## config.mk

```make
export PLATFORM = sky130hd
export DESIGN_NAME = flag_context_stack
export DESIGN_NICKNAME = d
export VERILOG_FILES = /design/src/rtl/flag_context_stack_pkg.sv /design/src/rtl/flag_context_stack_lifo_regfile.sv /design/src/rtl/flag_context_stack.sv
export SDC_FILE = /design/constraint.sdc
export NUM_CORES = 1
export LEC_CHECK = 0
export ABC_AREA = 1
export BUFFER_PORTS_ARGS = -buffer_cell sky130_fd_sc_hd__buf_2
export CAP_MARGIN = 25
export CELL_PAD_IN_SITES_DETAIL_PLACEMENT = 0
export CELL_PAD_IN_SITES_GLOBAL_PLACEMENT = 1
export CORE_AREA = 3 3 135 98
export DETAILED_ROUTE_END_ITERATION = 7
export DIE_AREA = 0 0 138 101
export HOLD_SLACK_MARGIN = 0.12
export PLACE_DENSITY = 0.51
export SLEW_MARGIN = 20
export SYNTH_ARGS = -nofsm -noshare
export SYNTH_HDL_FRONTEND = slang
export SYNTH_SLANG_ARGS = --single-unit
export TNS_END_PERCENT = 30
```

## constraint.sdc

```tcl
create_clock -name clk -period 2.38 [get_ports clk]
set_input_delay 0.476 -clock clk [delete_from_list [all_inputs] [get_ports clk]]
set_output_delay 0.476 -clock clk [all_outputs]
set_load 0.01 [all_outputs]
```

## src/rtl/flag_context_stack_pkg.sv

```systemverilog
// rtl/flag_context_stack_pkg.sv - shared control definitions: flag indices and context entry layout
package flag_context_stack_pkg;

  localparam int Z_FLAG    = 0;
  localparam int C_FLAG    = 1;
  localparam int N_FLAG    = 2;
  localparam int V_FLAG    = 3;
  localparam int NUM_FLAGS = 4;

  // Context entry layout: {pc, ie, v, n, c, z}
  localparam int IE_POS = NUM_FLAGS;
  localparam int PC_OFS = NUM_FLAGS + 1;

  function automatic logic [NUM_FLAGS-1:0] pack_flags(
    input logic z,
    input logic c,
    input logic n,
    input logic v
  );
    logic [NUM_FLAGS-1:0] f;
    f         = '0;
    f[Z_FLAG] = z;
    f[C_FLAG] = c;
    f[N_FLAG] = n;
    f[V_FLAG] = v;
    return f;
  endfunction

endpackage

```

## src/rtl/flag_context_stack_lifo_regfile.sv

```systemverilog
// rtl/flag_context_stack_lifo_regfile.sv - context register array, one write port and one async read port
module lifo_regfile #(
  parameter int WIDTH = 13,
  parameter int DEPTH = 4,
  parameter int AW    = 2
) (
  input  logic             clk,
  input  logic             we,
  input  logic [AW-1:0]    waddr,
  input  logic [WIDTH-1:0] wdata,
  input  logic [AW-1:0]    raddr,
  output logic [WIDTH-1:0] rdata
);

  logic [WIDTH-1:0] mem [DEPTH];

  always_ff @(posedge clk) begin
    if (we) begin
      mem[waddr] <= wdata;
    end
  end

  // Combinational read lets a same-cycle push reuse the slot being popped.
  assign rdata = mem[raddr];

endmodule

```

## src/rtl/flag_context_stack.sv

```systemverilog
// rtl/flag_context_stack.sv - interrupt context save/restore LIFO driving flag, IE and PC restore strobes
module flag_context_stack
  import flag_context_stack_pkg::*;
#(
  parameter int DEPTH = 4,
  parameter int PC_W  = 8
) (
  input  logic                   clk,
  input  logic                   rst_n,
  input  logic                   push,
  input  logic                   pop,
  input  logic                   flag_z,
  input  logic                   flag_c,
  input  logic                   flag_n,
  input  logic                   flag_v,
  input  logic                   ie_in,
  input  logic [PC_W-1:0]        pc_in,
  input  logic                   err_clr,
  output logic [NUM_FLAGS-1:0]   flag_din,
  output logic                   flag_wr,
  output logic                   ie_dout,
  output logic                   ie_wr,
  output logic [PC_W-1:0]        pc_dout,
  output logic                   pc_wr,
  output logic [$clog2(DEPTH):0] level,
  output logic                   full,
  output logic                   empty,
  output logic                   err_ovf,
  output logic                   err_udf
);

  localparam int AW = $clog2(DEPTH);
  localparam int LW = AW + 1;
  localparam int EW = PC_W + PC_OFS;

  logic [LW-1:0]        level_q;
  logic [LW-1:0]        level_nxt;
  logic                 strobe_q;
  logic [NUM_FLAGS-1:0] flag_q;
  logic                 ie_q;
  logic [PC_W-1:0]      pc_q;
  logic                 err_ovf_q;
  logic                 err_udf_q;

  logic                 do_pop;
  logic                 do_push;
  logic                 ovf_evt;
  logic                 udf_evt;
  logic [AW-1:0]        top_idx;
  logic [AW-1:0]        wr_idx;
  logic [EW-1:0]        wr_data;
  logic [EW-1:0]        rd_data;

  assign full  = (level_q == LW'(DEPTH));
  assign empty = (level_q == '0);

  // A pop is served before a same-cycle push, so a full stack still accepts push+pop.
  assign do_pop  = pop & ~empty;
  assign udf_evt = pop & empty;
  assign do_push = push & (do_pop | ~full);
  assign ovf_evt = push & full & ~do_pop;

  assign top_idx = AW'(level_q - LW'(1));
  assign wr_idx  = do_pop ? top_idx : AW'(level_q);
  assign wr_data = {pc_in, ie_in, pack_flags(flag_z, flag_c, flag_n, flag_v)};

  always_comb begin
    level_nxt = level_q;
    if (do_push && !do_pop) begin
      level_nxt = level_q + LW'(1);
    end else if (do_pop && !do_push) begin
      level_nxt = level_q - LW'(1);
    end
  end

  lifo_regfile #(
    .WIDTH (EW),
    .DEPTH (DEPTH),
    .AW    (AW)
  ) u_regfile (
    .clk   (clk),
    .we    (do_push),
    .waddr (wr_idx),
    .wdata (wr_data),
    .raddr (top_idx),
    .rdata (rd_data)
  );

  always_ff @(posedge clk) begin
    if (!rst_n) begin
      level_q   <= '0;
      strobe_q  <= 1'b0;
      flag_q    <= '0;
      ie_q      <= 1'b0;
      pc_q      <= '0;
      err_ovf_q <= 1'b0;
      err_udf_q <= 1'b0;
    end else begin
      level_q   <= level_nxt;
      strobe_q  <= do_pop;
      if (do_pop) begin
        flag_q <= rd_data[NUM_FLAGS-1:0];
        ie_q   <= rd_data[IE_POS];
        pc_q   <= rd_data[PC_OFS +: PC_W];
      end
      // A new error in the same cycle as err_clr keeps the bit set.
      err_ovf_q <= ovf_evt | (err_ovf_q & ~err_clr);
      err_udf_q <= udf_evt | (err_udf_q & ~err_clr);
    end
  end

  // Reset in the strobe cycle kills the pending restore immediately.
  assign flag_wr  = strobe_q & rst_n;
  assign ie_wr    = strobe_q & rst_n;
  assign pc_wr    = strobe_q & rst_n;
  assign flag_din = flag_q;
  assign ie_dout  = ie_q;
  assign pc_dout  = pc_q;
  assign level    = level_q;
  assign err_ovf  = err_ovf_q;
  assign err_udf  = err_udf_q;

endmodule

```

# ---- Yosys cells after proc, flatten, opt, wreduce, memory -nomap -nowiden
# Memory sizes are Yosys's and may differ from the RTL's. A register that Yosys moved wholly into a read port is not among the register bits.
# Cells that the tools add are included.
dict set report totals {
  word_cells 35
  n_memories 1
  ff_bits 6
  inputBits 18
  out_inout_bits 23
  ramBits 52
}
# memory words width read_ports rd_clocked_by_memory_dff wr line
set mem_list {}
lappend mem_list {u_regfile.mem 4 13 1 1 1 flag_context_stack_lifo_regfile.sv:15} ;# logic [WIDTH-1:0] mem [DEPTH];
dict set report op_classes {
  addsub 2
  bitwise_logic 15
  n_reduce_logical 7
  mux 5
  n_eq_ne 1
}
# operator count
set ops {}
lappend ops {{AND 1 bit} 8}
lappend ops {{two-way mux 3 bit} 2}
lappend ops {{inverter 1 bit} 4}
lappend ops {{adder 3 x 1 -> 3 bit (second input constant)} 1}
lappend ops {{equality test 3 bit (second input constant)} 1}
lappend ops {{logical NOT 1 bit} 3}
lappend ops {{logical NOT 3 bit} 1}
lappend ops {{OR 1 bit} 3}
lappend ops {{subtractor 3 x 1 -> 3 bit (second input constant)} 1}
lappend ops {{logical AND 1 bit} 2}
lappend ops {{two-way mux 1 bit} 2}
lappend ops {{two-way mux 2 bit} 1}
lappend ops {{nonzero test 2 bit} 1}

# ---- Longest topological paths before layout
dict set report depth {
  word_depth 9
  ltp_mapped 14
}

# ---- By module
# A second synthesis with hierarchy kept.
dict set report unflattened {
  hier_cells 324
  area_unflattened_um2 3128.0
}
# mod area_each_um2 cells_per_inst n_inst
set modules_own_cells {}
lappend modules_own_cells {lifo_regfile 2257.2 211 1}
lappend modules_own_cells {flag_context_stack 870.8 113 1}

# ---- Worst setup path after synthesis
# OpenSTA, ideal clock, no wires.
dict set report synth_path {
  kind {flip-flop to flip-flop}
  start {reg level_q[0], in the netlist level[0]}
  end {mem u_regfile.mem[3][0], enable pin}
  setup_time_ns 0.382
  path_buffers 2
  t_required_ns 1.998
  setup_slack_ns 0.107
  t_arrival_ns 1.891
  period_less_slack_ns 2.273
  stages_incl_launch_ff 10
  cell_sequence {dfxtp_1 -> inv_1 -> buf_2 -> ha_1 -> nand2_4 -> nand2_2 -> buf_6 -> nand2_1 -> nand3_1 -> nor2_1}
}
dict set report synth_via {
  elab_chain_len 7
}
# item line
set synth_lines {}
lappend synth_lines {{from (decl)} flag_context_stack.sv:36} ;# logic [LW-1:0] level_q;
lappend synth_lines {{from (signal assigned)} flag_context_stack.sv:99} ;# level_q <= level_nxt;
lappend synth_lines {{logical NOT 3 bit} flag_context_stack.sv:55} ;# assign empty = (level_q == '0);
lappend synth_lines {{inverter 1 bit} flag_context_stack.sv:58} ;# assign do_pop = pop & ~empty;
lappend synth_lines {{AND 1 bit} flag_context_stack.sv:58}
lappend synth_lines {{OR 1 bit} flag_context_stack.sv:60} ;# assign do_push = push & (do_pop | ~full);
lappend synth_lines {{AND 1 bit} flag_context_stack.sv:60}
lappend synth_lines {{two-way mux 1 bit} flag_context_stack_lifo_regfile.sv:18} ;# if (we) begin
lappend synth_lines {{two-way mux 1 bit (not written as such)} flag_context_stack_lifo_regfile.sv:19} ;# mem[waddr] <= wdata;
lappend synth_lines {{to (decl)} flag_context_stack_lifo_regfile.sv:15}
# Parallel ways exist; a longest one is shown, timed or not.

# ---- Worst setup path in the final report
dict set report layout_path {
  start {reg level_q[1], in the netlist level[1]}
  end {mem u_regfile.mem[1][1], enable pin}
}
# The elaborated chain is that of the path after synthesis.

==> results.txt <==
CTS Hold Bufs -> 0
Pleak -> 1.73 nW
worst-path cell chain -> inv_1 > ha_1 > nand2_4 > nand2_2 > inv_1 > nand2_1 > nand2_1 > nor2_1 > buf_4
CP Capture Type -> flop
slowest CP cell -> dfxtp_1
Startpoint Class -> flop
mean post-synth cell area -> 9.66 µm²
die width -> 138 µm
Antenna diodes -> 0
PwrDens -> 1270 nW/µm²
DR pass1 iterations -> 4
CP max FO -> 13
final core occ -> 0.307
total congestion overflow -> 0
RR Startpoint -> level[1]
worst slew pin tran -> 538 ps
leading area contributor after synthesis -> edfxtp_1
Clock transition at path regs -> 50 ps
most common cell in the synthesized netlist -> nand2_1
Clk Latency, worst-skew pair -> 330 ps
Layout Nets -> 387
final count of hold timing violations -> 0
GPL Wtd Cong -> 0.684
Inserted Clock Buffers -> 9
relative slew slack -> 0.641
Yosys top cell area share -> 0.507
DRT Wirelength -> 6570 µm
CP arrival -> 1930 ps
Row Count -> 34
placed cells -> 516
Final setup viols -> 0
Antenna Violating Nets Remaining -> 0
VDD IR-drop max -> 414 µV
Multi-input gate area -> 773 µm²
share of post-route cells with drive strength above 1 -> 0.198
final setup TNS -> 0 ps
first-pass GRT wire length -> 10800 µm
vias in the first global route -> 2054
Synth Register Bits -> 71
largest net degree at the start of global routing -> 32
register area share after synthesis -> 0.630
CTS max path bufs -> 2
Mapped Area -> 3080 µm²
1st-iter DRT viols -> 93
RSZ-0062 raised after global routing -> false
register area -> 1940 µm²
DP HPWL -> 4620 µm
HP Class -> input pin to flop
Post-synth EDFFs -> 52
wire per inst -> 12.4 µm
Final Skew -> 5.61 ps
Core ar. -> 12200 µm²
Setup CP Type -> flop to flop
PnR worst setup slack -> 465 ps
Final Cycle Share -> 0.805
die height -> 101 µm
area delta synth->final -> 21.2%
Syn. warnings -> 0
Die Area -> 13900 µm²
Hold WS -> 361 ps
Filler cells -> 1309
Clock Sinks -> 71
unique cell type count in the Yosys netlist -> 20
hold path start -> ie_in
Design Power -> 4.73 mW
Synth async-reset ratio -> 0
post-CTS repair timing setup buffer count -> 0
Finished Cell Area -> 3730 µm²
H-tree levels -> 3
WP data required -> 2400 ps
CTS root buf -> clkbuf_16
status -> complete, no violations
IO Count -> 41
GR Util All Layers -> 0.104
Most used DFF post-synth -> edfxtp_1
Slew Limit Fails -> 0
Final Non-Filler Cells -> 531
I/O Buffers -> 40
Starting Density -> 0.253
max_cap viols -> 0
f_max -> 0.522 GHz
post-synth net total -> 341
Crit. Startpoint -> level[1]
Via density -> 3.84
dominant cells by area after synthesis -> edfxtp_1 (51%), dfxtp_1 (12%), nand2_1 (11%)
Largest stage delay, worst path -> 320 ps
Placed Area -> 3450 µm²
Mapped Cells -> 319
dpl ws -> 439 ps
initial antenna violation count -> 0
DR vias -> 2038
DRC viols -> 0
top post-synthesis cells by count -> nand2_1 (93), inv_1 (66), edfxtp_1 (52)
post-CTS sizing -> 0
CTS tree -> done
Final min period -> 1910 ps
## cells in the final DEF (no fill, tap or decap), drive strengths merged
| cell type | count |
|---|---|
| clkbuf | 11 |
| dfxtp | 19 |
| a21oi | 17 |
| edfxtp | 52 |
| bufinv | 1 |
| inv | 67 |
| xnor2 | 1 |
| nand3b | 1 |
| nand2 | 95 |
| o21a | 1 |
| buf | 51 |
| nor2 | 7 |
| nand3 | 37 |
| clkinv | 3 |
| ha | 4 |
| o21ai | 2 |
## sequential cells by signal, summed over array words and instances (netlist names)
| signal | cells |
|---|---|
| ie_dout | 1 |
| level | 3 |
| err_udf | 1 |
| err_ovf | 1 |
| u_regfile.mem | 52 |
| flag_din | 4 |
| pc_dout | 8 |
| strobe_q | 1 |
## worst max-delay path, delay by kind of cell (launching register included)
kind	cells	cell delay [ps]
buffers and inverters	3	530
and+or+nand+nor	5	510
DFF	1	320
adders and majority gates	1	230
## final timing paths
path | end | slack (ps) | cells after the start
min reg2reg | err_ovf | 460 | 2
max | u_regfile.mem[1][1] | 470 | 9
max reg2reg | u_regfile.mem[1][1] | 470 | 9
min | u_regfile.mem[1][4] | 360 | 1
## area by class of cell
cell class / count / area share
inverter: 67 / 0.0674
clock buffer: 11 / 0.0624
sequential: 71 / 0.520
tap: 162 / 0.0543
multi-input combinational: 165 / 0.207
clock inverter: 4 / 0.0127
timing repair buffer: 51 / 0.0758
## metal layers
layer / track usage / wire, µm / up-vias / share of wire
li1: - / - / 1087 / -
met3: 0.0446 / 361 / 10 / 0.055
met1: 0.133 / 3340 / 897 / 0.51
met5: 0 / 0 / - / 0
met2: 0.160 / 2780 / 44 / 0.42
met4: 0.0319 / 83 / 0 / 0.013
## power breakdown
| group | switching (mW) | internal (mW) | leakage (nW) |
|---|---|---|---|
| Clock | 0.450 | 0.800 | 0.137 |
| Sequential | 0.102 | 1.70 | 0.635 |
| Combinational | 1.10 | 0.571 | 0.957 |
## cells by family after synthesis
family                     synth area share
AOI/OAI and AO/OA                    0.0418
and+or+nand+nor                       0.190
adders and majority gates            0.0162
xor gates and xnor gates            0.00284
buffers and inverters                 0.119
DFF                                   0.630
Note: power is estimated with default switching activity, not from simulation.
